### config.mk
export PLATFORM = sky130hd
export DESIGN_NAME = pe_rx_buffer
export DESIGN_NICKNAME = d
export VERILOG_FILES = /design/src/rtl/pe_rx_buffer_pkg.sv /design/src/rtl/pe_rx_fifo_mem.sv /design/src/rtl/pe_rx_buffer.sv
export SDC_FILE = /design/constraint.sdc
export NUM_CORES = 1
export LEC_CHECK = 0
export ABC_CLOCK_PERIOD_IN_PS = 40700
export CORE_MARGIN = 2
export CORE_UTILIZATION = 45
export CTS_BUF_LIST = sky130_fd_sc_hd__clkbuf_16
export CTS_CLUSTER_DIAMETER = 40
export DETAILED_ROUTE_END_ITERATION = 6
export HOLD_SLACK_MARGIN = 0.15
export PLACE_DENSITY = 0.67
export SLEW_MARGIN = 10
export SYNTH_ARGS = -nofsm -noshare
export SYNTH_HDL_FRONTEND = slang
export SYNTH_SLANG_ARGS = --single-unit
export TNS_END_PERCENT = 100
### constraint.sdc
create_clock -name clk -period 40.7 [get_ports clk]
set_clock_uncertainty 0.15 [all_clocks]
set_input_delay 6.105 -clock clk [delete_from_list [all_inputs] [get_ports clk]]
set_output_delay 6.105 -clock clk [all_outputs]
set_load 0.05 [all_outputs]
### src/rtl/pe_rx_buffer_pkg.sv
// Shared types and constants for the per-PE receive buffer.
package pe_rx_buffer_pkg;

  localparam int WORD_SIZE_DEF = 256;
  localparam int NOF_PES_DEF   = 16;
  localparam int DEPTH_DEF     = 4;

  // Widths derived from the default system configuration.
  localparam int NOF_LEVELS = $clog2(NOF_PES_DEF);
  localparam int PTR_W      = $clog2(DEPTH_DEF);
  localparam int RX_COUNT_W = 16;

  // One queued entry: routed word plus the PE it came from.
  typedef struct packed {
    logic [WORD_SIZE_DEF-1:0] data;
    logic [NOF_LEVELS-1:0]    src;
  } rx_entry_t;

  // Counter increment that sticks at all-ones instead of wrapping.
  function automatic logic [RX_COUNT_W-1:0] sat_inc(input logic [RX_COUNT_W-1:0] v);
    if (v == {RX_COUNT_W{1'b1}}) begin
      return v;
    end else begin
      return v + RX_COUNT_W'(1);
    end
  endfunction

endpackage

### src/rtl/pe_rx_fifo_mem.sv
// Register-array storage for the receive FIFO: one write port, one
// asynchronous read port. Contents are intentionally not reset.
module pe_rx_fifo_mem
  import pe_rx_buffer_pkg::*;
#(
  parameter int DEPTH = DEPTH_DEF,
  parameter int WIDTH = WORD_SIZE_DEF + NOF_LEVELS,
  localparam int AW   = $clog2(DEPTH)
) (
  input  logic             clk,
  input  logic             we,
  input  logic [AW-1:0]    waddr,
  input  logic [WIDTH-1:0] wdata,
  input  logic [AW-1:0]    raddr,
  output logic [WIDTH-1:0] rdata
);

  logic [WIDTH-1:0] mem_r [DEPTH];

  // Store the incoming entry at the write address.
  always_ff @(posedge clk) begin
    if (we) begin
      mem_r[waddr] <= wdata;
    end
  end

  assign rdata = mem_r[raddr];

endmodule

### src/rtl/pe_rx_buffer.sv
// Per-PE receive buffer: queues words routed to this PE, drops and flags
// words carrying another PE's destination, and hands them out via valid/ready.
module pe_rx_buffer
  import pe_rx_buffer_pkg::*;
#(
  parameter int WORD_SIZE = WORD_SIZE_DEF,
  parameter int NOF_PES   = NOF_PES_DEF,
  parameter int PE_INDEX  = 0,
  parameter int DEPTH     = DEPTH_DEF,
  localparam int LVL_W    = $clog2(NOF_PES),
  localparam int AW       = $clog2(DEPTH)
) (
  input  logic                  clk,
  input  logic                  rst,
  input  logic                  in_valid,
  input  logic [WORD_SIZE-1:0]  in_data,
  input  logic [LVL_W-1:0]      in_src_index,
  input  logic [LVL_W-1:0]      in_dest_index,
  output logic                  in_ready,
  output logic                  out_valid,
  output logic [WORD_SIZE-1:0]  out_data,
  output logic [LVL_W-1:0]      out_src_index,
  input  logic                  out_ready,
  output logic [AW:0]           level,
  output logic                  misroute_err,
  output logic [RX_COUNT_W-1:0] rx_count
);

  localparam int EW = WORD_SIZE + LVL_W;

  logic [AW:0]           wr_ptr_r;
  logic [AW:0]           rd_ptr_r;
  logic                  ready_en_r;
  logic                  misroute_err_r;
  logic [RX_COUNT_W-1:0] rx_count_r;

  logic                  full_s;
  logic                  empty_s;
  logic                  dest_ok_s;
  logic                  push_s;
  logic                  pop_s;
  logic                  misroute_s;
  logic [EW-1:0]         rd_entry_s;

  // Wrap-bit pointer compare: same slot with differing MSB means full.
  assign full_s     = (wr_ptr_r[AW] != rd_ptr_r[AW]) &&
                      (wr_ptr_r[AW-1:0] == rd_ptr_r[AW-1:0]);
  assign empty_s    = (wr_ptr_r == rd_ptr_r);
  assign dest_ok_s  = (in_dest_index == LVL_W'(PE_INDEX));

  // ready_en_r keeps in_ready low until the first edge after reset release.
  assign in_ready   = ready_en_r & ~full_s;
  assign out_valid  = ~empty_s;
  assign push_s     = in_valid & in_ready & dest_ok_s;
  assign misroute_s = in_valid & in_ready & ~dest_ok_s;
  assign pop_s      = out_valid & out_ready;

  assign level      = wr_ptr_r - rd_ptr_r;
  assign misroute_err = misroute_err_r;
  assign rx_count   = rx_count_r;

  pe_rx_fifo_mem #(
    .DEPTH (DEPTH),
    .WIDTH (EW)
  ) u_mem (
    .clk   (clk),
    .we    (push_s),
    .waddr (wr_ptr_r[AW-1:0]),
    .wdata ({in_data, in_src_index}),
    .raddr (rd_ptr_r[AW-1:0]),
    .rdata (rd_entry_s)
  );

  // Head entry is masked to zero while empty so stale storage never shows.
  always_comb begin
    if (empty_s) begin
      {out_data, out_src_index} = '0;
    end else begin
      {out_data, out_src_index} = rd_entry_s;
    end
  end

  // Pointer, status flag and accepted-word counter updates.
  always_ff @(posedge clk or negedge rst) begin
    if (!rst) begin
      wr_ptr_r       <= '0;
      rd_ptr_r       <= '0;
      ready_en_r     <= 1'b0;
      misroute_err_r <= 1'b0;
      rx_count_r     <= '0;
    end else begin
      ready_en_r <= 1'b1;
      if (push_s) begin
        wr_ptr_r   <= wr_ptr_r + (AW+1)'(1);
        rx_count_r <= sat_inc(rx_count_r);
      end
      if (pop_s) begin
        rd_ptr_r <= rd_ptr_r + (AW+1)'(1);
      end
      if (misroute_s) begin
        misroute_err_r <= 1'b1;
      end
    end
  end

endmodule

==> flow_summary.json <==
{
  "synthTopCellsByArea": "edfxtp_1, mux4_2, and2_1, dfrtp_1, clkbuf_1",
  "seq_area_frac_synth_pct": 78.6,
  "rows": 110,
  "synth_nets": 2047,
  "rsz0062_at_grt": "false",
  "fin_hold_ws_ns": 0.353,
  "synth_cells": 1770,
  "vdd.ir_drop.worst_mv": 0.0636,
  "areaGrowthSynthToFinish_pct": 28.6,
  "wire_per_inst_um": 24.4,
  "synth_top_area_cell": "edfxtp_1",
  "nets": 2673,
  "p_per_area_nw_per_um2": 81.4,
  "critPathCapture": "out_data[76]",
  "start_util_pct": 45.2,
  "drc": 0,
  "ys_seq_elements": 1064,
  "antenna_found_initial": 24,
  "portBuffers": 549,
  "clk_path_buf_depth": 3,
  "cts_tree": "yes",
  "grtUsageTotal_pct": 19.6,
  "synth_area_um2": 40500,
  "cts_setup_buffers": 0,
  "setup_tns_ns": 0,
  "first_iter_violations": 1422,
  "dieArea_um2": 92400,
  "die_w_um": 304,
  "hold_viol": 0,
  "io_pins": 550,
  "gp_congestion": 0.758,
  "dp_worst_setup_slack_ns": 29.61,
  "cp_data_required_time_ns": 34.44,
  "worst_pin_slew_ns": 1.16,
  "fmax_mhz": 89.5,
  "htree_levels": 4,
  "max_slew_margin_pct": 23.0,
  "synth_edf_count": 1040,
  "yosys.cell_types.count": 35,
  "power_w": 0.00424,
  "clock_sinks": 1064,
  "grt_pass1_vias": 20872,
  "vias": 19628,
  "status": "finished clean",
  "cp_max_fo": 104,
  "p_leak_nw": 16.9,
  "crit_path_end_kind": "output pin",
  "worstHoldPathType": "reg -> reg",
  "yosysTopAreaCellShare_pct": 77.1,
  "ctsHoldBuffers": 0,
  "wl_um": 90200,
  "finalCritPeriodShare_pct": 27.5,
  "root_buffer": "clkbuf_16",
  "drv_cap": 0,
  "setup_viol": 0,
  "dp_hpwl_um": 53800,
  "finalWorstSetupSlack_ns": 29.52,
  "coreArea_um2": 89600,
  "finalCriticalPeriod_ns": 11.18,
  "grt_max_degree": 143,
  "overflow": 0,
  "rrSetupSlack_ns": 35.41,
  "reg2reg_depth": 8,
  "fp.dieH_um": 304,
  "avgSynthCellArea_um2": 22.9,
  "r2r-end": "u_mem.mem_r[2][40]",
  "layout-drive-gt1-share_pct": 20.8,
  "synth_ff_type": "edfxtp_1",
  "critPathLaunchType": "flop",
  "clk_latency_ns": 0.73,
  "critPathKind": "reg -> out",
  "slew_viol_final": 0,
  "antenna_left": 0,
  "crit_start": "rd_ptr_r[1]",
  "vias_per_cell": 5.31,
  "reg2reg_from": "rd_ptr_r[1]",
  "cts_resized": 0,
  "cts_buffers": 140,
  "grt_pass1_wl_um": 135000,
  "synthArstFlopShare_pct": 2.26,
  "drt-pass1-iter-count": 5,
  "path_clk_slew_ns": 0.05,
  "ys_warn_count": 0,
  "arrival_ns": 4.92
}
-- report_power, final --
group / total (W) / leakage [nW] / switching [W] / internal [W]
combinational: 0.00178 / 4.89 / 0.00112 / 0.000660
sequential: 0.00124 / 9.66 / 0.0000223 / 0.00121
clock: 0.00122 / 2.36 / 0.000463 / 0.000760
total: 0.00424 / 16.9 / 0.00161 / 0.00263
-- synthesized netlist by cell type, drive strengths merged (3+ instances only) --
cell / instances
and2: 263
buf: 49
clkbuf: 42
dfrtp: 24
edfxtp: 1040
ha: 8
inv: 10
mux2: 3
mux4: 260
nand2: 9
nand3: 5
nand4: 4
nor2: 5
nor3: 6
nor4: 6
xnor2: 5
xor2: 15
-- registers in the layout, summed over array words and instances (netlist names) --
register	cells
wr_ptr_r	3
misroute_err	1
ready_en_r	1
rx_count	16
rd_ptr_r	3
u_mem.mem_r	1040
-- metrics by stage --
stage                     util [%]  instance area, µm²  cells
final                         58.1               52100   3697
after global routing          58.1               52100   3695
after CTS                     58.1               52000   3681
after detailed placement      52.8               47300   3430
after global placement        52.8               47300   3430
after floorplan                  -               40500   1770
-- cell type report --
| class | count | area, µm² |
|---|---|---|
| multi-input cells | 605 | 8220 |
| repair buffers | 575 | 5730 |
| clock inverters | 108 | 1160 |
| inverters | 10 | 37.5 |
| diodes | 16 | 40.0 |
| well taps | 1176 | 1470 |
| clock buffers | 143 | 3580 |
| fillers | 6464 | 37500 |
| flip-flops and latches | 1064 | 31800 |
-- placed cells by master, fill, tap and decap left out, types with 2 or more instances in the layout --
cell type	netlist	layout
clkinv_8	0	3
mux4_2	260	260
and4_1	2	2
clkinvlp_4	0	13
ha_1	8	8
inv_1	10	31
diode_2	0	16
nand2_1	9	9
and3_1	2	2
clkdlybuf4s50_1	0	549
nor4b_2	2	2
xnor2_1	4	4
edfxtp_1	1040	1040
nor2_4	0	4
nand3_1	5	4
dfrtp_1	24	22
clkinv_2	0	11
buf_4	20	23
inv_16	0	2
inv_6	0	14
nor3_1	6	6
and2_1	263	263
clkinv_1	0	15
nand4_1	4	4
xor2_1	15	15
buf_12	0	3
inv_8	0	2
bufinv_16	0	18
nor4_2	6	6
mux2_2	3	3
dfrtp_4	0	2
clkbuf_16	0	143
clkinv_4	0	8
-- logic make-up after synthesis --
| logic type | synth area share, % |
|---|---|
| xor gates and xnor gates | 0.451 |
| DFF | 78.6 |
| muxes | 14.6 |
| and+or+nand+nor | 4.78 |
| AOI/OAI and AO/OA | 0.0896 |
| adders and majority gates | 0.297 |
| other | 0.00926 |
| buffers and inverters | 1.23 |
-- routing by layer --
metal / up-vias / share of wire [%] / routed length [µm] / GRT usage [%]
met5: - / 0.13 / 114 / 0
met1: 10286 / 39 / 35000 / 24.1
li1: 8552 / - / - / -
met4: 16 / 3.0 / 2670 / 8.20
met3: 147 / 7.9 / 7090 / 6.85
met2: 627 / 50 / 45300 / 31.7
-- critical path: stages (launching register included) --
cell and delay, ns:
dfrtp_4 0.91, inv_1 0.12, ha_1 0.37, nand3_4 0.55, buf_4 0.87, and2_1 0.26, clkdlybuf4s50_1 0.91
-- how the worst min path moves through the flow --
| stage | cells after the start | endpoint | from | slack [ns] |
|---|---|---|---|---|
| floorplan | 1 | rd_ptr_r[2] | rd_ptr_r[2] | 0.35 |
| global placement | 1 | rx_count[7] | rx_count[7] | 0.33 |
| detailed placement | 1 | rx_count[7] | rx_count[7] | 0.35 |
| CTS | 1 | rx_count[7] | rx_count[7] | 0.35 |
| global route | 1 | rx_count[7] | rx_count[7] | 0.38 |
| finish | 1 | rx_count[15] | rx_count[15] | 0.35 |
Note: power is estimated with default switching activity, not from simulation.
==> RTL change: new RTL, same settings <==
Reset style: synchronous (`rst`), changed in one clocked block. Comments in the files are not updated.
--- a/src/rtl/pe_rx_buffer.sv
+++ b/src/rtl/pe_rx_buffer.sv
@@ -82,5 +82,5 @@
 
   // Pointer, status flag and accepted-word counter updates.
-  always_ff @(posedge clk or negedge rst) begin
+  always_ff @(posedge clk) begin
     if (!rst) begin
       wr_ptr_r       <= '0;
Function: differs if rst is asserted again (counterexample within 4 cycles, from zero or initial values and one cycle with rst low); with rst held inactive, the same outputs for 4 cycles.
==> RTL change against the original RTL <==
Synthesized area about the same; worst hold slack got worse by 0.038 ns; via count grew 1.7%; setup slack better by 0.045 ns; routed wire length up 0.70%; final area decreased by 0.33%; sequential cell count increased by 2; critical path type unchanged; critical endpoint is now out_data[185]; highest routed layer unchanged.
Power is not compared: it rests on default switching activity, and its combinational part moved more than twofold at a synthesized area within 25%.
==> RTL change: results (changes against the original RTL) <==
[metrics] result of the run: complete, no violations
[metrics] per-instance average area after synthesis: 22.4 um2 (-2.0%)
[metrics] met2 global-route usage: 32.7% (+1.0 points)
[metrics] number of buffers added by the clock tree synthesis step: 138 (-1.4%)
[metrics] Routability Congestion: 0.799 (+5.4%)
[metrics] wire length on met3: 6.35 mm (-10%)
[metrics] wire length of the first global-routing pass: 136 mm (+1.2%)
[metrics] compound-cell area share of the yosys netlist: 0.460% (+0.37 points)
[metrics] PnR Total Power: 2470 uW
[metrics] aggregate routed wire length: 90.8 mm (+0.70%)
[metrics] multiplexer share of the synthesized area: 14.6% (+0.086 points)
[metrics] worst-case hold slack: 0.315 ns (-0.0381 ns)
[metrics] part of the Yosys area used for sequential elements: 78.4% (-0.22 points)
[metrics] synthesized-area fraction occupied by adder cells: 0.296% (about the same)
[metrics] Final nets: 2703 (+1.1%)
[metrics] cell at the slowest stage of the critical path: sky130_fd_sc_hd__buf_4
[metrics] maximum fanout count along the critical path: 45 (-57%)
[metrics] via count of the first global-routing pass: 21.2k (+1.7%)
[metrics] number of cells on the worst reg-to-reg path: 7 (-1)
[metrics] fill count: 6482 (+0.28%)
[metrics] Post-DP HPWL: 53.9 mm (+0.18%)
[metrics] reg-to-reg slack, setup: 36.26 ns (+0.85 ns)
[metrics] fraction of met3 tracks used by global routing: 6.16% (-0.69 points)
[metrics] capture point of the worst path: out_data[185]
[metrics] met2 WL post-DR: 46.8 mm (+3.3%)
[metrics] number of nets produced by synthesis: 2083 (+1.8%)
[metrics] fraction of layout cells with a size suffix above 1: 20.3% (-0.56 points)
[metrics] crit path DAT: 4.88 ns (-0.04 ns)
[metrics] number of design-rule violations left by the first detailed-router iteration: 1381 (-2.9%)
[metrics] slew at the pin closest to its max-slew limit: 1.48 ns (+0.325 ns)
[metrics] cell count after placement: 3462 (+0.93%)
[metrics] Area after DPL: 47300 um2 (about the same)
[metrics] clock insertion delay at the later pin of the skew report: 0.69 ns (-0.04 ns)
[metrics] synth cell count leaders: sky130_fd_sc_hd__edfxtp_1, sky130_fd_sc_hd__and2_1, sky130_fd_sc_hd__mux4_2
-- RTL change: cell types whose count changed in the layout (fill, tap and decap cells not counted), moves of 8 or more --
| cell | unedited run | this run |
|---|---|---|
| sky130_fd_sc_hd__dfxtp_1 | 0 | 24 |
| sky130_fd_sc_hd__clkinv_2 | 11 | 19 |
| sky130_fd_sc_hd__xor2_1 | 15 | 3 |
| sky130_fd_sc_hd__inv_1 | 31 | 20 |
| sky130_fd_sc_hd__dfrtp_1 | 22 | 0 |
| sky130_fd_sc_hd__a21oi_1 | 1 | 11 |
-- RTL change: cell type report --
cell class              count  area (um2)  area share [%]
inverters                   8        30.0          0.0578
multi-input cells         640        8380            16.1
diodes                     11        27.5          0.0530
clock inverters           109        1030            1.99
flip-flops and latches   1066       31800            61.2
repair buffers            572        5710            11.0
clock buffers             140        3500            6.75
well taps                1176        1470            2.83
-- RTL change: cell families after synthesis --
group / after synthesis
xor+xnor: 6
fa+ha+maj: 9
compound gates: 27
buf+inv: 100
mux: 268
flops: 1066
simple gates: 330
